===== src/rtl/kernel_conv_filter.sv =====
// KxK signed-kernel convolution on one pixel window per cycle: products, adder tree,
// then round/shift/clamp, as a three-stage pipeline that stalls as a whole on backpressure.
module kernel_conv_filter #(
    parameter int PIX_W  = 8,
    parameter int K      = 3,
    parameter int COEF_W = 8
) (
    input  logic                    clk,
    input  logic                    rstN,
    input  logic [K*K*PIX_W-1:0]    window_in,
    input  logic                    in_valid,
    output logic                    in_ready,
    input  logic [3:0]              shift_cfg,
    input  logic                    coef_wr_en,
    input  logic [4:0]              coef_wr_addr,
    input  logic [COEF_W-1:0]       coef_wr_data,
    output logic [PIX_W-1:0]        pix_out,
    output logic                    out_valid,
    input  logic                    out_ready
);

    localparam int N      = K * K;
    localparam int PROD_W = PIX_W + 1 + COEF_W;
    localparam int SUM_W  = PROD_W + $clog2(N);
    localparam int RND_W  = SUM_W + 1;
    localparam logic signed [RND_W-1:0] PIX_MAX = {{(RND_W-PIX_W){1'b0}}, {PIX_W{1'b1}}};

    // Gaussian smoothing kernel for 3x3, scaled identity (centre 16) for 5x5.
    function automatic logic signed [COEF_W-1:0] coef_reset_val(input int idx);
        logic signed [COEF_W-1:0] v;
        if (K == 3) begin
            case (idx)
                4:          v = COEF_W'(32'sd4);
                1, 3, 5, 7: v = COEF_W'(32'sd2);
                0, 2, 6, 8: v = COEF_W'(32'sd1);
                default:    v = COEF_W'(32'sd0);
            endcase
        end else begin
            v = (idx == N / 2) ? COEF_W'(32'sd16) : COEF_W'(32'sd0);
        end
        return v;
    endfunction

    logic signed [COEF_W-1:0] coef_r [N];
    logic signed [PROD_W-1:0] prod_s [N];
    logic signed [PROD_W-1:0] prod_r [N];
    logic signed [SUM_W-1:0]  sum_s;
    logic signed [SUM_W-1:0]  sum_r;
    logic signed [RND_W-1:0]  rnd_add_s;
    logic signed [RND_W-1:0]  rnd_s;
    logic signed [RND_W-1:0]  shifted_s;
    logic [PIX_W-1:0]         clamp_s;
    logic [3:0]               shift1_r;
    logic [3:0]               shift2_r;
    logic                     v1_r;
    logic                     v2_r;
    logic                     en_s;

    assign en_s     = !out_valid || out_ready;
    assign in_ready = en_s;

    // Coefficient file: writes land regardless of stall; out-of-range addresses match no entry.
    always_ff @(posedge clk) begin
        for (int i = 0; i < N; i++) begin
            if (!rstN) begin
                coef_r[i] <= coef_reset_val(i);
            end else if (coef_wr_en && (coef_wr_addr == 5'(i))) begin
                coef_r[i] <= $signed(coef_wr_data);
            end
        end
    end

    // Per-tap products, pixel zero-extended so it is always non-negative.
    always_comb begin
        for (int i = 0; i < N; i++) begin
            prod_s[i] = PROD_W'($signed({1'b0, window_in[i*PIX_W +: PIX_W]})) * PROD_W'(coef_r[i]);
        end
    end

    // Adder tree over the registered products.
    always_comb begin
        sum_s = '0;
        for (int i = 0; i < N; i++) begin
            sum_s = sum_s + SUM_W'(prod_r[i]);
        end
    end

    // Round half-up, arithmetic shift, clamp to the unsigned pixel range.
    always_comb begin
        if (shift2_r != 4'd0) begin
            rnd_add_s = {{(RND_W-1){1'b0}}, 1'b1} << (shift2_r - 4'd1);
        end else begin
            rnd_add_s = '0;
        end
        rnd_s     = RND_W'(sum_r) + rnd_add_s;
        shifted_s = rnd_s >>> shift2_r;
        if (shifted_s[RND_W-1]) begin
            clamp_s = '0;
        end else if (shifted_s > PIX_MAX) begin
            clamp_s = {PIX_W{1'b1}};
        end else begin
            clamp_s = shifted_s[PIX_W-1:0];
        end
    end

    // Pipeline registers; all three stages advance or hold together.
    always_ff @(posedge clk) begin
        if (!rstN) begin
            for (int i = 0; i < N; i++) begin
                prod_r[i] <= '0;
            end
            v1_r      <= 1'b0;
            shift1_r  <= 4'd0;
            v2_r      <= 1'b0;
            sum_r     <= '0;
            shift2_r  <= 4'd0;
            out_valid <= 1'b0;
            pix_out   <= '0;
        end else if (en_s) begin
            prod_r    <= prod_s;
            v1_r      <= in_valid;
            shift1_r  <= shift_cfg;
            v2_r      <= v1_r;
            sum_r     <= sum_s;
            shift2_r  <= shift1_r;
            out_valid <= v2_r;
            pix_out   <= clamp_s;
        end
    end

endmodule


===== config.mk =====
export PLATFORM = sky130hd
export DESIGN_NAME = kernel_conv_filter
export DESIGN_NICKNAME = d
export VERILOG_FILES = /design/src/rtl/kernel_conv_filter.sv
export SDC_FILE = /design/constraint.sdc
export NUM_CORES = 2
export LEC_CHECK = 0
export BUFFER_PORTS_ARGS = -buffer_cell sky130_fd_sc_hd__buf_4
export CAP_MARGIN = 40
export CORE_MARGIN = 2
export CORE_UTILIZATION = 40
export CTS_CLUSTER_SIZE = 20
export DETAILED_ROUTE_END_ITERATION = 16
export SYNTH_ARGS = -nofsm -noshare
export SYNTH_HDL_FRONTEND = slang
export SYNTH_SLANG_ARGS = --single-unit

===== constraint.sdc =====
create_clock -name clk -period 4.8 [get_ports clk]
set_input_delay 0.48 -clock clk [delete_from_list [all_inputs] [get_ports clk]]
set_output_delay 0.48 -clock clk [all_outputs]
set_load 0.005 [all_outputs]

==> flow_summary.yaml <==
status:
  outcome: "finished clean"
critical_path:
  crit_type: "flip-flop to flip-flop"
  cp-start-kind: "flip-flop"
  cpPeakStageDelay_ns: 0.55
  cp_top_family: "adder cells"
  r2r-start: "coef_r[8][2]$_SDFFCE_PN0P_"
  arrival_ns: 5.16
  cp-end-kind: "flip-flop"
  worst-path-buf-inv: 4
  cpMostUsedCell: "fa_1"
  worstPathRequired_ns: 5.23
  crit_chain: "buf_6 > and2_4 > fa_1 > ha_1 > inv_2 > fa_1 > fa_1 > inv_2 > ha_4 > buf_6 > a21oi_4 > o21ai_4 > a21oi_4 > o21ai_2 > a21oi_2 > o21ai_2 > o211ai_1 > xor2_1 > o21ai_1 > and2_1"
  cp-startpoint: "coef_r[8][2]$_SDFFCE_PN0P_"
  critPathSlowestCell: "edfxtp_1"
  cp_max_fo: 6
logic_synthesis:
  avgSynthCellArea_um2: 8.957
  yosys.area.top_type: "fa_1"
  syn_nets: 4778
  ys_types: 67
  ys.flop_type: "dfxtp_1"
  syn_inst: 3804
  ys_seq_area_share_pct: 17.69
  yosysWarnings: 0
  ys_ff_latch: 265
  synthArstFlopShare_pct: 0
  synthTopCellsByArea: "fa_1, ha_1, dfxtp_1"
  synth_area_mm2: 0.03407
  yosys.area.top_type_share_pct: 26.79
  synth-edff-count: 72
place:
  place_congestion: 0.8779
  dp.final_hpwl_um: 73540
  port-buffer-count: 103
  preCtsSetupSlack_ns: -0.3420
flow_run:
  cap_viol_max_count: 0
clock_tree:
  clockBufferDepth: 3
  h-tree-depth: 2
  numClockSinks: 265
  numCtsBuffers: 35
  cts.reportedPaths.clkPinSlew_ns: 0.06
  cts_root_buffer: "clkbuf_16"
  cts_tree: "done"
  holdBufCountCts: 0
  clk_latency_ns: 0.56
cells_and_area:
  nNetsFinal: 5199
  drive_gt1_share_pct: 17.31
  area_growth_pct: 19.47
  fillers: 8110
  diodes: 0
global_route:
  grt_pass1_wl_um: 143800
  antenna_found_initial: 4
  grt_pass1_vias: 26719
  overflow: 0
  grt_max_degree: 149
  track_usage_pct: 20.89
sta:
  rsz0062_at_grt: "true"
  finClkSkew_ns: 0.02359
  fmax_ghz: 0.2118
  slew_headroom_pct: 44.55
  worst_slack_ns: 0.07812
  setup_viol: 0
  worst_pin_slew_ns: 0.8273
  slew_violations: 0
  period_share_pct: 98.37
  min_period_ns: 4.722
  hold_viol: 0
floorplan:
  die-area_mm2: 0.08753
  core-area_mm2: 0.08475
  die_w_um: 295.9
  ioPinCount: 104
  die_h_um: 295.9
  num_rows: 107
  initial_core_util_pct: 40.20
pwr:
  power_density_mw_per_mm2: 751.4
  peakVddDrop_uv: 1445
  power_uw: 30590
  power.leakage_uw: 0.01970
drt:
  via_count: 26333
  drt_wl_total_um: 89900
  vias_per_cell: 4.881
  drtPass1Iterations: 8
  routedWlPerCell_um: 16.66
  drc: 0
  drt_iter0_markers: 1410
  ant_nets: 0
min_path:
  hold_path.startpoint: "shift_cfg[1]"
  hold_class: "input port to flip-flop"
## where the power goes
part | leakage, µW | switching, µW | internal, µW
sequential | 0.00230 | 615 | 2980
clock | 0.000543 | 1060 | 1470
combinational | 0.0169 | 12700 | 11700
total | 0.0197 | 14400 | 16200
## synth_stat cells, types with 9 or more instances
| cell | number |
|---|---|
| clkbuf_1 | 69 |
| a21oi_1 | 98 |
| nor2b_1 | 15 |
| mux2i_1 | 17 |
| dfxtp_1 | 193 |
| a21o_1 | 19 |
| fa_1 | 456 |
| a211oi_1 | 9 |
| nor3_1 | 39 |
| a21boi_0 | 111 |
| xnor2_1 | 55 |
| inv_1 | 635 |
| ha_1 | 424 |
| and2_1 | 417 |
| xor2_1 | 49 |
| nand3_1 | 50 |
| o211ai_1 | 14 |
| o31ai_1 | 24 |
| edfxtp_1 | 72 |
| and3_1 | 10 |
| nor3b_1 | 11 |
| nand2b_1 | 69 |
| o21ai_0 | 183 |
| nor2_1 | 123 |
| or3_1 | 33 |
| o211a_1 | 11 |
| nand2_1 | 498 |
| buf_1 | 12 |
## flip-flops by register name, indices dropped and copies added, names as in the netlist
signal	count
sum_r	21
v2_r	1
pix_out	8
shift2_r	4
v1_r	1
prod_r	153
out_valid	1
coef_r	72
shift1_r	4
## cells in the final DEF (no fill, tap or decap), drive strengths merged, types with 6 or more instances in the layout
master / count
o41ai: 6
or2: 9
xor2: 49
nor3b: 11
clkbuf: 49
a31oi: 6
dfxtp: 193
o211a: 11
a21oi: 98
xnor2: 55
or3: 33
a21o: 19
buf: 469
nor3: 39
and2: 417
and3: 10
a21boi: 112
o21ai: 186
o21a: 6
nor2b: 15
ha: 424
nor2: 124
o211ai: 14
nand3: 50
mux2i: 17
nand2b: 69
nand2: 498
inv: 643
edfxtp: 72
fa: 456
clkinv: 7
a211oi: 10
o31ai: 24
## routing by layer
| layer | global-route usage [%] | wire length [µm] | vias to the layer above |
|---|---|---|---|
| li1 | - | - | 12960 |
| met1 | 28.28 | 41450 | 12930 |
| met2 | 36.31 | 43790 | 368 |
| met3 | 1.829 | 2905 | 75 |
| met4 | 4.544 | 1748 | 0 |
| met5 | 0 | 0 | - |
## per-stage QoR
step / area (µm²) / utilization (%) / hold WS, ns / cells / TNS (ns)
global placement: 38230 / 45.11 / 0.4554 / 5264 / -4.685
CTS: 39660 / 46.80 / 0.1690 / 5361 / 0
global route: 40710 / 48.03 / 0.2052 / 5395 / -0.8811
detailed placement: 38270 / 45.15 / 0.4588 / 5269 / -5.821
finish: 40710 / 48.03 / 0.1979 / 5395 / 0
floorplan: 34080 / - / 0.4406 / 3804 / 0
## timing repair
item	in CTS	in global routing
setup endpoints to repair	34	63
buffers inserted	29	35
pin swaps	29	187
cloned	0	0
resized for setup	56	258
endpoints found under the hold margin	0	0
## tightest hold or removal path: stages
cell and delay, ns:
buf_4 0.11, nand2_1 0.04, a21boi_0 0.06
## cells by family after synthesis
family,after synthesis,synth area share (%)
simple gates,1286,18.81
fa+ha+maj,880,42.36
buf+inv,722,7.969
compound gates,523,9.687
flops,265,17.69
xor+xnor,104,2.673
mux,23,0.7969
other cells,1,0.01101
## worst paths after layout
kind              cells past startpoint  slack, ns                  endpoint
setup / recovery                     20       0.08   prod_r[15]$_SDFFE_PN0P_
setup reg to reg                     20       0.08   prod_r[15]$_SDFFE_PN0P_
hold / removal                        3       0.20  shift1_r[1]$_SDFFE_PN0P_
hold reg to reg                       2       0.47   prod_r[52]$_SDFFE_PN0P_
## cell type report
class	instances	area (µm²)	area share, %
sequential	265	6045	14.85
timing repair buffer	469	3600	8.843
clock buffer	49	1001	2.459
inverter	637	2394	5.880
tap	1144	1431	3.516
clock inverter	14	98.84	0.2428
multi-input combinational	2817	26140	64.21
Note: power is estimated with default switching activity, not from simulation.
